## config.mk

```make
export PLATFORM = sky130hd
export DESIGN_NAME = tfpga_uart_rx
export DESIGN_NICKNAME = d
export VERILOG_FILES = /design/src/rtl/tfpga_uart_pkg.sv /design/src/rtl/tfpga_sync_2ff.sv /design/src/rtl/tfpga_uart_rx.sv
export SDC_FILE = /design/constraint.sdc
export NUM_CORES = 1
export LEC_CHECK = 0
export ABC_AREA = 1
export BUFFER_PORTS_ARGS = -buffer_cell sky130_fd_sc_hd__buf_4
export CELL_PAD_IN_SITES_DETAIL_PLACEMENT = 1
export CELL_PAD_IN_SITES_GLOBAL_PLACEMENT = 1
export CORE_MARGIN = 8
export CORE_UTILIZATION = 36
export CTS_CLUSTER_SIZE = 28
export DETAILED_ROUTE_END_ITERATION = 8
export GPL_TIMING_DRIVEN = 0
export PLACE_DENSITY = 0.73
export SYNTH_ARGS = -nofsm -noshare
export SYNTH_HDL_FRONTEND = slang
export SYNTH_HIERARCHICAL = 1
export SYNTH_SLANG_ARGS = --single-unit
```

## constraint.sdc

```tcl
create_clock -name sys_clk -period 1.9 [get_ports sys_clk]
set_input_delay 0.095 -clock sys_clk [delete_from_list [all_inputs] [get_ports sys_clk]]
set_output_delay 0.095 -clock sys_clk [all_outputs]
set_load 0.02 [all_outputs]
```

## src/rtl/tfpga_uart_pkg.sv

```systemverilog
// Shared types and constants for the TinyFPGA-BX UART receive path.
package tfpga_uart_pkg;

  // Payload width of one 8N1 character.
  localparam int unsigned DATA_BITS = 8;

  // Receiver frame states.
  typedef enum logic [2:0] {
    StIdle,
    StStart,
    StData,
    StStop,
    StWaitHigh
  } uart_rx_state_e;

  // System clocks per bit period, truncated.
  function automatic int unsigned calc_clks_per_bit(input int unsigned clk_hz,
                                                    input int unsigned baud);
    return clk_hz / baud;
  endfunction

endpackage

```

## src/rtl/tfpga_sync_2ff.sv

```systemverilog
// Generic 1-bit two-flop synchronizer with a configurable reset value.
module tfpga_sync_2ff #(
  parameter logic RESET_VAL = 1'b1
) (
  input  logic clk_i,
  input  logic rst_i,
  input  logic d_i,
  output logic q_o
);

  logic meta_q;
  logic sync_q;

  // Two back-to-back flops; the first may go metastable, the second filters it.
  always_ff @(posedge clk_i or posedge rst_i) begin
    if (rst_i) begin
      meta_q <= RESET_VAL;
      sync_q <= RESET_VAL;
    end else begin
      meta_q <= d_i;
      sync_q <= meta_q;
    end
  end

  assign q_o = sync_q;

endmodule

```

## src/rtl/tfpga_uart_rx.sv

```systemverilog
// 8N1 UART receiver: oversampled rx pin, one-entry valid/ready output buffer,
// framing-error and overrun pulses.
module tfpga_uart_rx
  import tfpga_uart_pkg::*;
#(
  parameter int unsigned CLK_HZ = 128000000,
  parameter int unsigned BAUD   = 115200
) (
  input  logic                 sys_clk,
  input  logic                 sys_rst,
  input  logic                 rx,
  output logic [DATA_BITS-1:0] rx_data,
  output logic                 rx_valid,
  input  logic                 rx_ready,
  output logic                 rx_frame_err,
  output logic                 rx_overrun
);

  localparam int unsigned CLKS_PER_BIT = calc_clks_per_bit(CLK_HZ, BAUD);
  localparam int unsigned CntW         = $clog2(CLKS_PER_BIT);
  localparam int unsigned IdxW         = 3;

  localparam logic [CntW-1:0] CntFull = CntW'(CLKS_PER_BIT - 1);
  localparam logic [CntW-1:0] CntHalf = CntW'(CLKS_PER_BIT / 2 - 1);
  localparam logic [IdxW-1:0] IdxLast = IdxW'(DATA_BITS - 1);

  // Below four clocks per bit the mid-bit sampling has no margin at all.
  if (CLKS_PER_BIT < 4) begin : g_bad_cfg
    $error("tfpga_uart_rx: CLK_HZ/BAUD must be at least 4");
  end

  logic rxs;

  tfpga_sync_2ff #(
    .RESET_VAL(1'b1)
  ) u_sync_rx (
    .clk_i(sys_clk),
    .rst_i(sys_rst),
    .d_i  (rx),
    .q_o  (rxs)
  );

  uart_rx_state_e       state_q, state_d;
  logic [CntW-1:0]      cnt_q, cnt_d;
  logic [IdxW-1:0]      idx_q, idx_d;
  logic [DATA_BITS-1:0] shift_q, shift_d;
  logic [DATA_BITS-1:0] data_q, data_d;
  logic                 valid_q, valid_d;
  logic                 ferr_q, ferr_d;
  logic                 ovr_q, ovr_d;
  logic                 deliver;

  // Frame state, bit timing and assembled byte.
  always_ff @(posedge sys_clk or posedge sys_rst) begin
    if (sys_rst) begin
      state_q <= StIdle;
      cnt_q   <= '0;
      idx_q   <= '0;
      shift_q <= '0;
    end else begin
      state_q <= state_d;
      cnt_q   <= cnt_d;
      idx_q   <= idx_d;
      shift_q <= shift_d;
    end
  end

  // Frame sequencing: find the start edge, sample each bit at mid-period.
  always_comb begin
    state_d = state_q;
    cnt_d   = cnt_q;
    idx_d   = idx_q;
    shift_d = shift_q;
    deliver = 1'b0;
    ferr_d  = 1'b0;

    unique case (state_q)
      StIdle: begin
        if (!rxs) begin
          state_d = StStart;
          cnt_d   = '0;
        end
      end

      StStart: begin
        if (cnt_q == CntHalf) begin
          cnt_d = '0;
          idx_d = '0;
          // A start bit that is high again by mid-bit was only a glitch.
          state_d = rxs ? StIdle : StData;
        end else begin
          cnt_d = cnt_q + CntW'(1);
        end
      end

      StData: begin
        if (cnt_q == CntFull) begin
          cnt_d          = '0;
          shift_d[idx_q] = rxs;
          if (idx_q == IdxLast) begin
            state_d = StStop;
          end else begin
            idx_d = idx_q + IdxW'(1);
          end
        end else begin
          cnt_d = cnt_q + CntW'(1);
        end
      end

      StStop: begin
        if (cnt_q == CntFull) begin
          cnt_d = '0;
          if (rxs) begin
            deliver = 1'b1;
            state_d = StIdle;
          end else begin
            ferr_d  = 1'b1;
            state_d = StWaitHigh;
          end
        end else begin
          cnt_d = cnt_q + CntW'(1);
        end
      end

      StWaitHigh: begin
        // A held-low break yields a single frame error, not one per bit time.
        if (rxs) begin
          state_d = StIdle;
        end
      end

      default: begin
        state_d = StIdle;
        cnt_d   = '0;
        idx_d   = '0;
      end
    endcase
  end

  // One-entry output buffer: load, drain on handshake, or flag an overrun.
  always_comb begin
    data_d  = data_q;
    valid_d = valid_q;
    ovr_d   = 1'b0;

    if (deliver) begin
      // A byte accepted this very cycle frees the slot for the new one.
      if (!valid_q || rx_ready) begin
        data_d  = shift_q_next();
        valid_d = 1'b1;
      end else begin
        ovr_d = 1'b1;
      end
    end else if (valid_q && rx_ready) begin
      valid_d = 1'b0;
    end
  end

  // The last data bit lands in shift_q well before the stop sample.
  function automatic logic [DATA_BITS-1:0] shift_q_next();
    return shift_q;
  endfunction

  // Output buffer and status pulse registers.
  always_ff @(posedge sys_clk or posedge sys_rst) begin
    if (sys_rst) begin
      data_q  <= '0;
      valid_q <= 1'b0;
      ferr_q  <= 1'b0;
      ovr_q   <= 1'b0;
    end else begin
      data_q  <= data_d;
      valid_q <= valid_d;
      ferr_q  <= ferr_d;
      ovr_q   <= ovr_d;
    end
  end

  assign rx_data      = data_q;
  assign rx_valid     = valid_q;
  assign rx_frame_err = ferr_q;
  assign rx_overrun   = ovr_q;

endmodule
```

======== After elaboration in Yosys (flattened, before gate mapping) ========
Cells that the tools add are included.
W data, S select, Z words.
operators by class
  bitwise gates (word level) .............. 2
  add/sub/neg operators ................... 2
  reductions and logical operators ........ 14
  eq/ne operators ......................... 15
  multiplexer cells ....................... 31
  magnitude comparators ................... 2
operator list
  operator                 number
  $pmux W11 S4             1
  $mux W11                 3
  $mux W3                  10
  $pmux W3 S5              1
  $mux W1                  12
  $ne A2 B2 Y1 const B     6
  $add A11 B1 Y11 const B  1
  $eq A11 B10 Y1 const B   1
  $eq A11 B11 Y1 const B   1
  $pmux W3 S3              1
  $bwmux W8                1
  $reduce_and A2 Y1        4
  $eq A3 B2 Y1 const B     2
  $eq A3 B3 Y1 const B     2
  $reduce_and A6 Y1        1
  $lt A3 B4 Y1 const B     1
  $ne A2 B1 Y1 const B     2
  $reduce_and A4 Y1        1
  $add A3 B1 Y3 const B    1
  $demux W1 S3             1
  $eq A3 B1 Y1 const B     1
  $ge A3 B1 Y1 const B     1
  $logic_not A3 Y1         1
  $reduce_or A3 Y1         1
  other kinds (7)          9
word-level totals
  flip-flop bits (word level) ............. 38
  input bits .............................. 4

======== Depth between registers and ports, before layout ========
  word-level depth ........................ 5
  mapped depth ............................ 10
  mapped depth without buffers ............ 10

======== Modules after synthesis ========
Netlist, hierarchy kept.
modules (own cells, without submodules)
  module          instances  area an instance (µm²)  cells each
  tfpga_uart_rx   1          2003.2                  257
  tfpga_sync_2ff  1          56.3                    3

======== Least setup slack after synthesis ========
No wires, ideal clock.
  kind .................................... reg-to-reg
  start ................................... register idx_q[1]
  end ..................................... register idx_q[0]
  library setup time ...................... 0.122 ns
  path buffers ............................ 0
  arrival ................................. 1.410 ns
  clock period less this slack ............ 1.532 ns
  stages on the path, launching flop included .. 8
  slack ................................... 0.368 ns
  cells stage by stage .................... dfrtp_1 ha_1 ha_1 or2_2 a21oi_1 nand3_2 nand2_1 o21ai_1
between the ends
  longest elaborated chain between the ends .. 3
ends and longest elaborated chain
  what                                line                  source
  start, declared                     tfpga_uart_rx.sv:45   logic [IdxW-1:0] idx_q, idx_d;
  start signal, assigned              tfpga_uart_rx.sv:63   idx_q <= idx_d;
  $eq A3 B3 Y1                        tfpga_uart_rx.sv:100  if (idx_q == IdxLast) begin
  $ne A2 B2 Y1 (no source line)       n/a
  $reduce_and A4 Y1 (no source line)  n/a
No other way between the ends.
A chain may end at the register's enable or synchronous reset.

======== Final worst setup path ========
  start ................................... register cnt_q[0]
  end ..................................... register cnt_q[5]
between the ends
  longest elaborated chain between the ends .. 3
  elaborated cells between the ends (all ways) .. 6
  classes of those cells .................. add/sub: 1; eq/ne: 2; mux: 3
ends and longest elaborated chain
  what                                     line                                                             source
  start, declared                          tfpga_uart_rx.sv:44                                              logic [CntW-1:0] cnt_q, cnt_d;
  start signal, assigned                   tfpga_uart_rx.sv:62                                              cnt_q <= cnt_d;
  $add A11 B1 Y11 (tied with other cells)  tfpga_uart_rx.sv:92, tfpga_uart_rx.sv:106, tfpga_uart_rx.sv:121
  $mux W11, on equally long branches       tfpga_uart_rx.sv:97, tfpga_uart_rx.sv:111, tfpga_uart_rx.sv:86
  $pmux W11 S4 *                           tfpga_uart_rx.sv:77                                              unique case (state_q)
Mark *: on every way between the ends. The rest lies on a longest branch, timed or not.

==> results_dict.tcl <==
set metrics [dict create \
    hold_violations 0 \
    leakage_nw 1.19 \
    fin_util 0.433 \
    min_path_type "input port to flip-flop" \
    globalRouteTotalUtil 0.118 \
    ir_drop_v 0.000237 \
    status "finished clean" \
    final_layout_size_suffix_gt1_frac 0.187 \
    maxCapViolCount 0 \
    area_growth_pct 15.7 \
    seqCellArea_sq_um 953 \
    yosys_warnings 6 \
    num_antenna_cells 0 \
    dr_total_vias 1744 \
    first_global_vias 1738 \
    synth_ff_type "dfrtp_1" \
    drc_errors 0 \
    drt_iter0_markers 69 \
    synth_async_sr_flop_share 1.00 \
    mostFrequentLayoutCells "nand2_1 (84), dfrtp_1 (36), nor2_1 (24)" \
    setup_violations 0 \
    dr.pass1.iters 4 \
    ys_types 28 \
    internal-power_mw 1.21 \
    slew_viol_final 0 \
    ys_seq_area_frac 0.463 \
    final_common_cell "nand2_1" \
    synth_seq_cells 38 \
    cts_inserted_buffers 5 \
    clk_latency_ns 0.29 \
    dieArea_sq_um 8400 \
    layout.nets 291 \
    p_clk_frac 0.447 \
    dp_hpwl_um 3590 \
    numPortBuffers 14 \
    drt-total-wl_um 4720 \
    root_buffer "clkbuf_8" \
    max_freq_mhz 593 \
    fin_crit_sh 0.888 \
    via_per_inst 4.90 \
    gp_congestion 0.790 \
    initial_core_util 0.374 \
    multiInputGateArea_sq_um 976 \
    finClkSkew_ns 0.00576 \
    power_density_nw_per_um2 642 \
    syn_area_sq_um 2060 \
    postRouteAntennaNets 0 \
    grt_overflow 0 \
    clock_path_buffers 2 \
    fin_crit_ns 1.69 \
    worst-setup-path-type "flip-flop to flip-flop" \
    setup_tns_ns 0 \
    die_h_um 91.6 \
    worstPathRequired_ns 2.07 \
    cts.sinks 38 \
    grt_max_degree 37 \
    syn_nets 268 \
    wl_per_cell_um 13.3 \
    p_sw_mw 0.324 \
    rsz0062_at_grt "false" \
    arrival_ns 1.86 \
    ios 15 \
    p_seq_frac 0.531 \
    syn_area_per_cell_sq_um 7.92 \
    syn_inst 260 \
    worst_pin_slew_ns 0.759 \
    antenna_found_initial 0 \
    power_frac_comb 0.021 \
    start_kind "flip-flop" \
    clk_pin_slew_ns 0.08 \
    critPathMaxFanout 8 \
    relSlewSlack 0.493 \
    fill_cells 677 \
    crit_path_end_kind "flip-flop" \
    p_sw_frac 0.212 \
    cts_tree "yes" \
    grt_pass1_wl_um 8180 \
    cts_setup_buffers 0 \
    cts_max_level 2 \
    die_w_um 91.6 \
    core.rowCount 27 \
    synth-edff-count 0 \
    core_sq_um 5510 \
]
==> cells by family after synthesis <==
logic type / after synthesis / share of synthesized area
adder cells (fa/ha/maj): 4 / 0.0243
AO/OA/AOI/OAI: 18 / 0.0492
XOR/XNOR: 3 / 0.0128
buffers and inverters: 32 / 0.0632
AND/OR/NAND/NOR: 165 / 0.388
flip-flops: 38 / 0.463
==> flip-flops by register name, indices dropped and copies added, names as in the netlist <==
| signal | count |
|---|---|
| shift_q | 8 |
| rx_valid | 1 |
| cnt_q | 11 |
| rx_frame_err | 1 |
| rx_overrun | 1 |
| u_sync_rx/q_o | 1 |
| rx_data | 8 |
| state_q | 3 |
| u_sync_rx/meta_q | 1 |
| idx_q | 3 |
==> per-stage QoR <==
| stage | instance area [sq um] | total power [mW] | cells | setup slack (ns) | hold slack [ns] |
|---|---|---|---|---|---|
| global placement | 2250 | 0.860 | 346 | 0.214 | 0.138 |
| global route | 2380 | 1.59 | 356 | 0.0180 | 0.364 |
| finish | 2380 | 1.53 | 356 | 0.213 | 0.349 |
| CTS | 2380 | 1.56 | 356 | 0.182 | 0.348 |
| floorplan | 2060 | 0.848 | 260 | 0.368 | 0.00650 |
| detailed placement | 2250 | 0.861 | 346 | 0.181 | 0.148 |
==> timing repair <==
item | CTS | global route
hold buffers | 2 | 0
gates resized for setup | 0 | 0
hold endpoints to repair | 39 | 0
endpoints found under the setup margin | 0 | 0
==> cell usage after synthesis, types with 3 or more instances <==
cell type,instances,share of area
dfrtp_1,36,0.44
ha_1,4,0.024
inv_1,23,0.042
inv_2,5,0.0091
nand2_1,84,0.15
nand2_2,4,0.012
nand3_1,15,0.036
nand4_1,19,0.058
nor2_1,24,0.044
nor2_2,6,0.018
nor3_1,3,0.0073
o21ai_0,9,0.022
o21ai_1,6,0.015
xor2_1,3,0.013
==> area by class of cell <==
class / count / share of cell area
multi-input combinational: 190 / 0.409
tap: 72 / 0.0378
sequential: 38 / 0.400
inverter: 28 / 0.0441
buffer: 4 / 0.0105
clock inverter: 3 / 0.0168
timing repair buffer: 16 / 0.0525
clock buffer: 5 / 0.0289
==> worst max-delay path, cell delays in order, from the launching register on <==
cell and delay, ns:
dfrtp_1 0.40, inv_1 0.10, ha_1 0.21, inv_1 0.08, nor2_1 0.10, nand3_1 0.08
nand2_1 0.19, nand3_1 0.10, inv_1 0.23, nor2_1 0.08
==> routing by layer <==
| layer | wire length, um | GRT usage | up-vias |
|---|---|---|---|
| li1 | - | - | 887 |
| met1 | 2330 | 0.159 | 820 |
| met2 | 2090 | 0.179 | 30 |
| met3 | 242 | 0.0302 | 7 |
| met4 | 61 | 0.0409 | 0 |
| met5 | 0 | 0 | - |
==> worst paths after layout <==
path / end / cells past startpoint / slack (ns) / from
max in group asynchronous: rx_data[7]$_DFFE_PP0P_ / 3 / 0.91 / sys_rst
min reg2reg: u_sync_rx/q_o$_DFF_PP1_ / 0 / 0.36 / u_sync_rx/meta_q$_DFF_PP1_
min: rx_data[2]$_DFFE_PP0P_ / 6 / 0.35 / rx_ready
min in group asynchronous: u_sync_rx/meta_q$_DFF_PP1_ / 3 / 0.40 / sys_rst
max: cnt_q[5]$_DFFE_PP0P_ / 9 / 0.21 / cnt_q[0]$_DFFE_PP0P_
max reg2reg: cnt_q[5]$_DFFE_PP0P_ / 9 / 0.21 / cnt_q[0]$_DFFE_PP0P_
==> power groups by stage <==
| stage | logic [mW] | registers, mW | clock network, mW |
|---|---|---|---|
| 6_report | 0.0328 | 0.814 | 0.685 |
| 5_1_grt | 0.0376 | 0.814 | 0.742 |
| 4_1_cts | 0.0345 | 0.813 | 0.709 |
| 3_5_place_dp | 0.0312 | 0.830 | 0 |
| 3_3_place_gp | 0.0305 | 0.829 | 0 |
| 2_1_floorplan | 0.0186 | 0.829 | 0 |
Note: power is estimated with default switching activity, not from simulation.
